File: src/rtl/cycle_pkg.sv
// Shared constants for the instruction-cycle datapath: opcodes, phase tracker
// states and the ALU function select.
package cycle_pkg;

    localparam int OP_W = 4;

    typedef enum logic [OP_W-1:0] {
        OP_NOP = 4'd0,
        OP_LDI = 4'd1,
        OP_ADD = 4'd2,
        OP_SUB = 4'd3,
        OP_AND = 4'd4,
        OP_OR  = 4'd5,
        OP_XOR = 4'd6,
        OP_JMP = 4'd7,
        OP_JZ  = 4'd8,
        OP_OUT = 4'd9
    } opcode_e;

    typedef enum logic [1:0] {
        EXP_FETCH,
        EXP_DECODE,
        EXP_EXEC
    } phase_e;

    typedef enum logic [2:0] {
        ALU_PASS,
        ALU_ADD,
        ALU_SUB,
        ALU_AND,
        ALU_OR,
        ALU_XOR
    } alu_fn_e;

endpackage

File: src/rtl/cycle_alu.sv
// Combinational ALU shared by LDI and the arithmetic/logic opcodes.
// carry is the carry-out for ADD, the borrow for SUB and zero otherwise.
module cycle_alu
    import cycle_pkg::*;
#(
    parameter int DATA_W = 8
) (
    input  alu_fn_e           fn,
    input  logic [DATA_W-1:0] a,
    input  logic [DATA_W-1:0] b,
    output logic [DATA_W-1:0] result,
    output logic              carry,
    output logic              zero
);

    logic [DATA_W:0] wide;

    // One extra bit holds carry-out on add and the borrow on subtract.
    always_comb begin
        wide = '0;
        case (fn)
            ALU_ADD: wide = {1'b0, a} + {1'b0, b};
            ALU_SUB: wide = {1'b0, a} - {1'b0, b};
            ALU_AND: wide = {1'b0, a & b};
            ALU_OR:  wide = {1'b0, a | b};
            ALU_XOR: wide = {1'b0, a ^ b};
            default: wide = {1'b0, b};
        endcase
        result = wide[DATA_W-1:0];
        carry  = wide[DATA_W];
        zero   = (wide[DATA_W-1:0] == '0);
    end

endmodule

File: src/rtl/cycle_datapath.sv
// Datapath for the fetch/decode/execute phase protocol: tracks strobe order,
// fetches from a 1-cycle-latency memory, decodes and executes on the accumulator.
module cycle_datapath #(
    parameter int DATA_W = 8,
    parameter int ADDR_W = 8,
    parameter int OP_W   = 4
) (
    input  logic                   clk,
    input  logic                   reset,
    input  logic                   fetch,
    input  logic                   decode,
    input  logic                   execute,
    output logic                   mem_rd,
    output logic [ADDR_W-1:0]      mem_addr,
    input  logic [OP_W+DATA_W-1:0] mem_rdata,
    output logic [ADDR_W-1:0]      pc,
    output logic [DATA_W-1:0]      acc,
    output logic                   flag_z,
    output logic                   flag_c,
    output logic                   out_valid,
    output logic [DATA_W-1:0]      out_data,
    output logic                   illegal_op,
    output logic                   phase_err
);

    import cycle_pkg::*;

    localparam int INSTR_W = OP_W + DATA_W;

    phase_e             state_q, state_d;
    logic [1:0]         strobe_cnt;
    logic               multi, do_fetch, do_decode, do_exec, strobe_err;
    logic               fetch_pending;
    logic [INSTR_W-1:0] ir_q, ir_next;
    logic [OP_W-1:0]    op_q;
    logic [DATA_W-1:0]  imm_q;
    alu_fn_e            alu_fn;
    logic               wr_acc, wr_c, do_jump, fire_out, bad_op;
    logic [DATA_W-1:0]  alu_result;
    logic               alu_carry, alu_zero;

    assign strobe_cnt = {1'b0, fetch} + {1'b0, decode} + {1'b0, execute};
    assign multi      = (strobe_cnt > 2'd1);

    always_ff @(posedge clk) begin
        if (reset) state_q <= EXP_FETCH;
        else       state_q <= state_d;
    end

    // fetch always resynchronises; colliding strobes drop back to EXP_FETCH.
    always_comb begin
        state_d = state_q;
        if (multi)                                 state_d = EXP_FETCH;
        else if (fetch)                            state_d = EXP_DECODE;
        else if (decode && state_q == EXP_DECODE)  state_d = EXP_EXEC;
        else if (execute && state_q == EXP_EXEC)   state_d = EXP_FETCH;
    end

    always_comb begin
        do_fetch   = fetch && !multi;
        do_decode  = decode && !multi && (state_q == EXP_DECODE);
        do_exec    = execute && !multi && (state_q == EXP_EXEC);
        strobe_err = multi
                  || (decode && !multi && (state_q != EXP_DECODE))
                  || (execute && !multi && (state_q != EXP_EXEC));
    end

    assign mem_rd   = do_fetch && !reset;
    assign mem_addr = pc;

    // A decode right after fetch must see the word arriving this cycle.
    assign ir_next = fetch_pending ? mem_rdata : ir_q;

    always_comb begin
        alu_fn   = ALU_PASS;
        wr_acc   = 1'b0;
        wr_c     = 1'b0;
        do_jump  = 1'b0;
        fire_out = 1'b0;
        bad_op   = 1'b0;
        case (op_q)
            OP_W'(OP_NOP): begin end
            OP_W'(OP_LDI): wr_acc = 1'b1;
            OP_W'(OP_ADD): begin alu_fn = ALU_ADD; wr_acc = 1'b1; wr_c = 1'b1; end
            OP_W'(OP_SUB): begin alu_fn = ALU_SUB; wr_acc = 1'b1; wr_c = 1'b1; end
            OP_W'(OP_AND): begin alu_fn = ALU_AND; wr_acc = 1'b1; wr_c = 1'b1; end
            OP_W'(OP_OR):  begin alu_fn = ALU_OR;  wr_acc = 1'b1; wr_c = 1'b1; end
            OP_W'(OP_XOR): begin alu_fn = ALU_XOR; wr_acc = 1'b1; wr_c = 1'b1; end
            OP_W'(OP_JMP): do_jump = 1'b1;
            OP_W'(OP_JZ):  do_jump = flag_z;
            OP_W'(OP_OUT): fire_out = 1'b1;
            default:       bad_op = 1'b1;
        endcase
    end

    cycle_alu #(.DATA_W(DATA_W)) u_alu (
        .fn     (alu_fn),
        .a      (acc),
        .b      (imm_q),
        .result (alu_result),
        .carry  (alu_carry),
        .zero   (alu_zero)
    );

    always_ff @(posedge clk) begin
        if (reset) begin
            pc            <= '0;
            acc           <= '0;
            flag_z        <= 1'b1;
            flag_c        <= 1'b0;
            out_valid     <= 1'b0;
            out_data      <= '0;
            illegal_op    <= 1'b0;
            phase_err     <= 1'b0;
            fetch_pending <= 1'b0;
            ir_q          <= '0;
            op_q          <= '0;
            imm_q         <= '0;
        end else begin
            out_valid     <= 1'b0;
            illegal_op    <= 1'b0;
            fetch_pending <= do_fetch;
            if (fetch_pending) ir_q <= mem_rdata;
            if (strobe_err) phase_err <= 1'b1;
            if (do_decode) begin
                pc    <= pc + ADDR_W'(1);
                op_q  <= ir_next[INSTR_W-1 -: OP_W];
                imm_q <= ir_next[DATA_W-1:0];
            end
            if (do_exec) begin
                if (wr_acc) begin
                    acc    <= alu_result;
                    flag_z <= alu_zero;
                end
                if (wr_c)    flag_c <= alu_carry;
                if (do_jump) pc <= imm_q[ADDR_W-1:0];
                if (fire_out) begin
                    out_valid <= 1'b1;
                    out_data  <= acc;
                end
                if (bad_op) illegal_op <= 1'b1;
            end
        end
    end

endmodule
File: config.mk
export PLATFORM = sky130hd
export DESIGN_NAME = cycle_datapath
export DESIGN_NICKNAME = d
export VERILOG_FILES = /design/src/rtl/cycle_pkg.sv /design/src/rtl/cycle_alu.sv /design/src/rtl/cycle_datapath.sv
export SDC_FILE = /design/constraint.sdc
export NUM_CORES = 1
export LEC_CHECK = 0
export CAP_MARGIN = 5
export CORE_MARGIN = 5
export CORE_UTILIZATION = 40
export DETAILED_ROUTE_END_ITERATION = 12
export SLEW_MARGIN = 20
export SYNTH_ARGS = -nofsm -noshare
export SYNTH_HDL_FRONTEND = slang
export SYNTH_HIERARCHICAL = 1
export SYNTH_SLANG_ARGS = --single-unit
export TNS_END_PERCENT = 20
File: constraint.sdc
create_clock -name clk -period 6.2 [get_ports clk]
set_input_delay 1.86 -clock clk [delete_from_list [all_inputs] [get_ports clk]]
set_output_delay 1.86 -clock clk [all_outputs]
set_load 0.03 [all_outputs]
==> run summary, run 1 <==
The flow ran to the end, and the final reports show no timing, DRC or antenna violations. The die is 104 um wide. Number of gates resized after cts: 0.

In this run the most critical hold path is launched from flag_c$_SDFFE_PP0P_. The post-CTS setup-driven buffer insertion count was 0. Summed over all cells, the static leakage comes to 1.54 nW. The initial utilization of the core area, before any placement, comes to 40.8%. Number of cells on the worst reg-to-reg path: 16. In this run the count of I/O pins placed on the die edge is 55. In the synthesized netlist the async set-or-reset flop fraction comes to 0%. Top achievable clock speed: 0.178 GHz. After layout, the worst path uses 90.8% of the clock period. The net count of the mapped netlist was 462; the number of inserted filler cells in the final layout was 903. STA classifies the critical path startpoint as an input port.

The first-pass GRT wire length is 14100 um, and the worst clock skew is 0.0128 ns. Data on the critical path arrives at its endpoint at 3.77 ns. Of all nets on the critical path, the largest fanout is 5. Number of detailed-route iterations in the first pass: 5.

The number of warnings printed during yosys synthesis was 6; the number of buffers inserted for hold repair after clock tree synthesis was 0. Among the stages of the critical path, the cell type that occurs most often is clkdlybuf4s50_1. The sequential cell area was 1120 sq um; the share of layout cells above drive strength 1 was 5.76%.

The leading register cell type out of synthesis is dfxtp_1. The cell type with the highest aggregate area in the netlist was dfxtp_1. The logs give 0 for the initial antenna violation count and 0 for the total of max-cap violations. Measured against its own limit, the worst slew margin works out to 41.2%. The H-tree generated during clock tree synthesis spans 2 levels. Routability-driven placement finished with a final weighted congestion of 0.906. The source of the critical timing path is fetch.

After synthesis, the cell types taking the most area are dfxtp_1 32%, ha_1 9.5%, mux2i_1 6.5%. The critical path crosses 5 cells after its start point. The cell area power density is 174 nW/um^2. The critical path's slowest cell was clkdlybuf4s50_1.

The worst hold path cell count works out to 2. STA classifies the critical path endpoint as an output pin. The synthesized design contains 0 enable-type register cells. Ranked by instance count, the synthesized netlist is headed by 56 x dfxtp_1, 55 x nor2_1, 27 x ha_1, 25 x a21oi_1, 23 x mux2i_1. Counting I/O delays and the setup requirement, the final critical path takes 5.63 ns.

Synthesis handed over a netlist of 417 instances. The tools report the number of global-route vias before repair as 2776. On the final layout, the worst hold slack is 0.491 ns. The remaining global-route overflow came out at 0. dfxtp_1 is the most common cell in the netlist. The launching point of the worst reg2reg path is op_q[0]$_SDFFE_PP0P_. The area growth from synthesis to layout is 17.0%.

The pin count of the biggest net entering global routing is 44, and the average footprint of a synthesized cell is 8.49 sq um. Traced cell by cell, the critical path runs through clkdlybuf4s50_1 > ha_1 > a21oi_1 > and3_1 > clkdlybuf4s50_1. For the number of clock buffers inserted by TritonCTS, the log shows 5. The logs give 56 for the total clock sinks and 34 for the total number of placement rows. Critical path start-end classification: input port to output pin.

The max-slew violation total from the final report is 0. The largest incremental delay on the critical path was 0.67 ns. After synthesis the netlist holds a flip-flop and latch count of 56. The number of buffers and inverters on the critical path is 2.

The slew of the pin with the lowest slew margin came out at 0.881 ns. Setup repair after global routing left no endpoint under its margin. The tree is rooted in a clkbuf_8. Of the post-synthesis cell area, the dominant cell type holds 31.7%. The wire-length estimate of the detail-placed layout is 6480 um.

In this run the deepest clock path goes through 2 buffers. In the global route stage, overall resource usage came out at 15.4%. The number of nets in the final layout came out at 495. The tools report the initial detailed-routing violation count as 159.

The area of the die is 10800 sq um. The run gives 31.7% as the part of the Yosys area used for sequential elements. The count of endpoints failing setup in the final report came out at 0. TritonCTS built the clock tree. For the worst-skew pair, the clock arrives at the later sink with an insertion delay of 0.32 ns. For this run, design rule violations remaining after detail routing come to 0.

The vias per cell is 5.45. In the final routed layout, each cell accounts on average for 15.5 um. The post-route setup TNS was 0 ns; the clock slew seen by the registers of the worst setup and hold paths was 0.10 ns.

The core region is 8680 sq um. The post-synthesis cell area came out at 3540 sq um. The detailed router placed 3047 vias in this run.

0 antenna diodes ended up in the layout. The post-synthesis cell type count was 59; the aggregate routed wire length was 8680 um. The tools report the worst IR drop on VDD as 0.117 mV. The floorplan step set the die height to 104 um. For the data required time at the worst endpoint, the log shows 4.34 ns. The count of nets left with antenna violations once routing finished came out at 0. Port buffering added 54 buffers. The kind of cell with the highest combined delay along the critical path is buffers and inverters. In this run the worst hold path is classified as register to register. Total area of multi-input combinational cells: 2150 sq um. The run gives 0 as the number of hold violations in the final report.
metal layers:
layer  part of all wire, %  GRT usage (%)  up-vias
met5                     0              0        -
met4                   1.3           4.53        0
met3                   4.2           3.10        8
met2                    42           22.8       75
met1                    52           22.5     1419
li1                      -              -     1545
logic make-up after synthesis:
kind of cell / after synthesis / synth area share [%]
fa+ha+maj: 28 / 10.1
compound gates: 96 / 18.5
mux: 23 / 6.50
xor+xnor: 19 / 4.70
simple gates: 143 / 21.0
flops: 56 / 31.7
buf+inv: 52 / 7.56
registers in the layout, summed over array words and instances (netlist names):
register       count
ir_q              12
mem_addr           8
imm_q              8
phase_err          1
illegal_op         1
acc                8
state_q            2
flag_z             1
out_data           8
fetch_pending      1
flag_c             1
op_q               4
out_valid          1
where the power goes:
part	internal, W	leakage (nW)	switching [W]
Clock	0.0000810	0.0456	0.000123
Combinational	0.0000644	1.04	0.0000759
Sequential	0.000366	0.453	0.00000968
final cells by class:
| cell class | instances | share of cell area, % |
|---|---|---|
| Clock buffer | 6 | 1.75 |
| Clock inverter | 2 | 0.332 |
| Inverter | 20 | 1.81 |
| Multi-Input combinational cell | 309 | 52.0 |
| Sequential cell | 56 | 27.1 |
| Tap cell | 108 | 3.26 |
| Timing Repair Buffer | 58 | 13.8 |
worst register-to-register path, stage by stage, from the launching register on:
cell,delay (ns)
dfxtp_1,0.53
nand2_1,0.14
nor2_1,0.11
a21oi_1,0.05
nor2_1,0.11
buf_4,0.22
nor3b_2,0.48
mux2i_1,0.22
fa_1,0.49
a211oi_1,0.25
o21bai_1,0.16
a2111oi_0,0.46
nor3_1,0.16
xor2_1,0.19
nor2_1,0.17
nand3_1,0.09
a21oi_1,0.13
placed cells by master, fill, tap and decap left out, types with 3 or more instances in the layout:
| cell | instances |
|---|---|
| clkbuf_8 | 5 |
| o21ai_0 | 13 |
| a31oi_1 | 4 |
| nor2_1 | 54 |
| inv_1 | 19 |
| nand2b_1 | 5 |
| buf_4 | 4 |
| a222oi_1 | 6 |
| and2_1 | 4 |
| and3_1 | 4 |
| a21o_1 | 4 |
| a211oi_1 | 14 |
| a21oi_1 | 25 |
| mux2i_1 | 23 |
| o22ai_1 | 4 |
| nor3_1 | 10 |
| nor2b_1 | 3 |
| xnor2_1 | 12 |
| o31ai_1 | 9 |
| xor2_1 | 7 |
| clkdlybuf4s50_1 | 54 |
| nand3_1 | 15 |
| nand2_1 | 22 |
| nor3b_1 | 3 |
| dfxtp_1 | 56 |
| ha_1 | 27 |
final timing paths:
check | slack, ns | endpoint
setup reg to reg | 2.18 | flag_c$_SDFFE_PP0P_
hold reg to reg | 0.49 | flag_c$_SDFFE_PP0P_
setup / recovery | 0.57 | mem_rd
hold / removal | 0.49 | flag_c$_SDFFE_PP0P_
stage by stage:
step | area, sq um | power, W | cells | worst slack, ns | util (%)
floorplan | 3540 | 0.000484 | 417 | 1.44 | -
global placement | 4050 | 0.000521 | 551 | 0.612 | 46.7
detailed placement | 4050 | 0.000523 | 551 | 0.566 | 46.7
CTS | 4140 | 0.000729 | 559 | 0.564 | 47.7
global route | 4140 | 0.000757 | 559 | 0.492 | 47.7
finish | 4140 | 0.000720 | 559 | 0.572 | 47.7
Note: power is estimated with default switching activity, not from simulation.
==> inputs of run 2 (changes only) <==
--- a/config.mk
+++ b/config.mk
@@ -8,6 +8,7 @@
 export CAP_MARGIN = 5
 export CORE_MARGIN = 5
 export CORE_UTILIZATION = 40
+export CTS_CLUSTER_SIZE = 30
 export DETAILED_ROUTE_END_ITERATION = 12
 export SLEW_MARGIN = 20
 export SYNTH_ARGS = -nofsm -noshare
==> results of run 2 <==
Same layout as run 1: the final DEF is identical, and so are final timing and power.
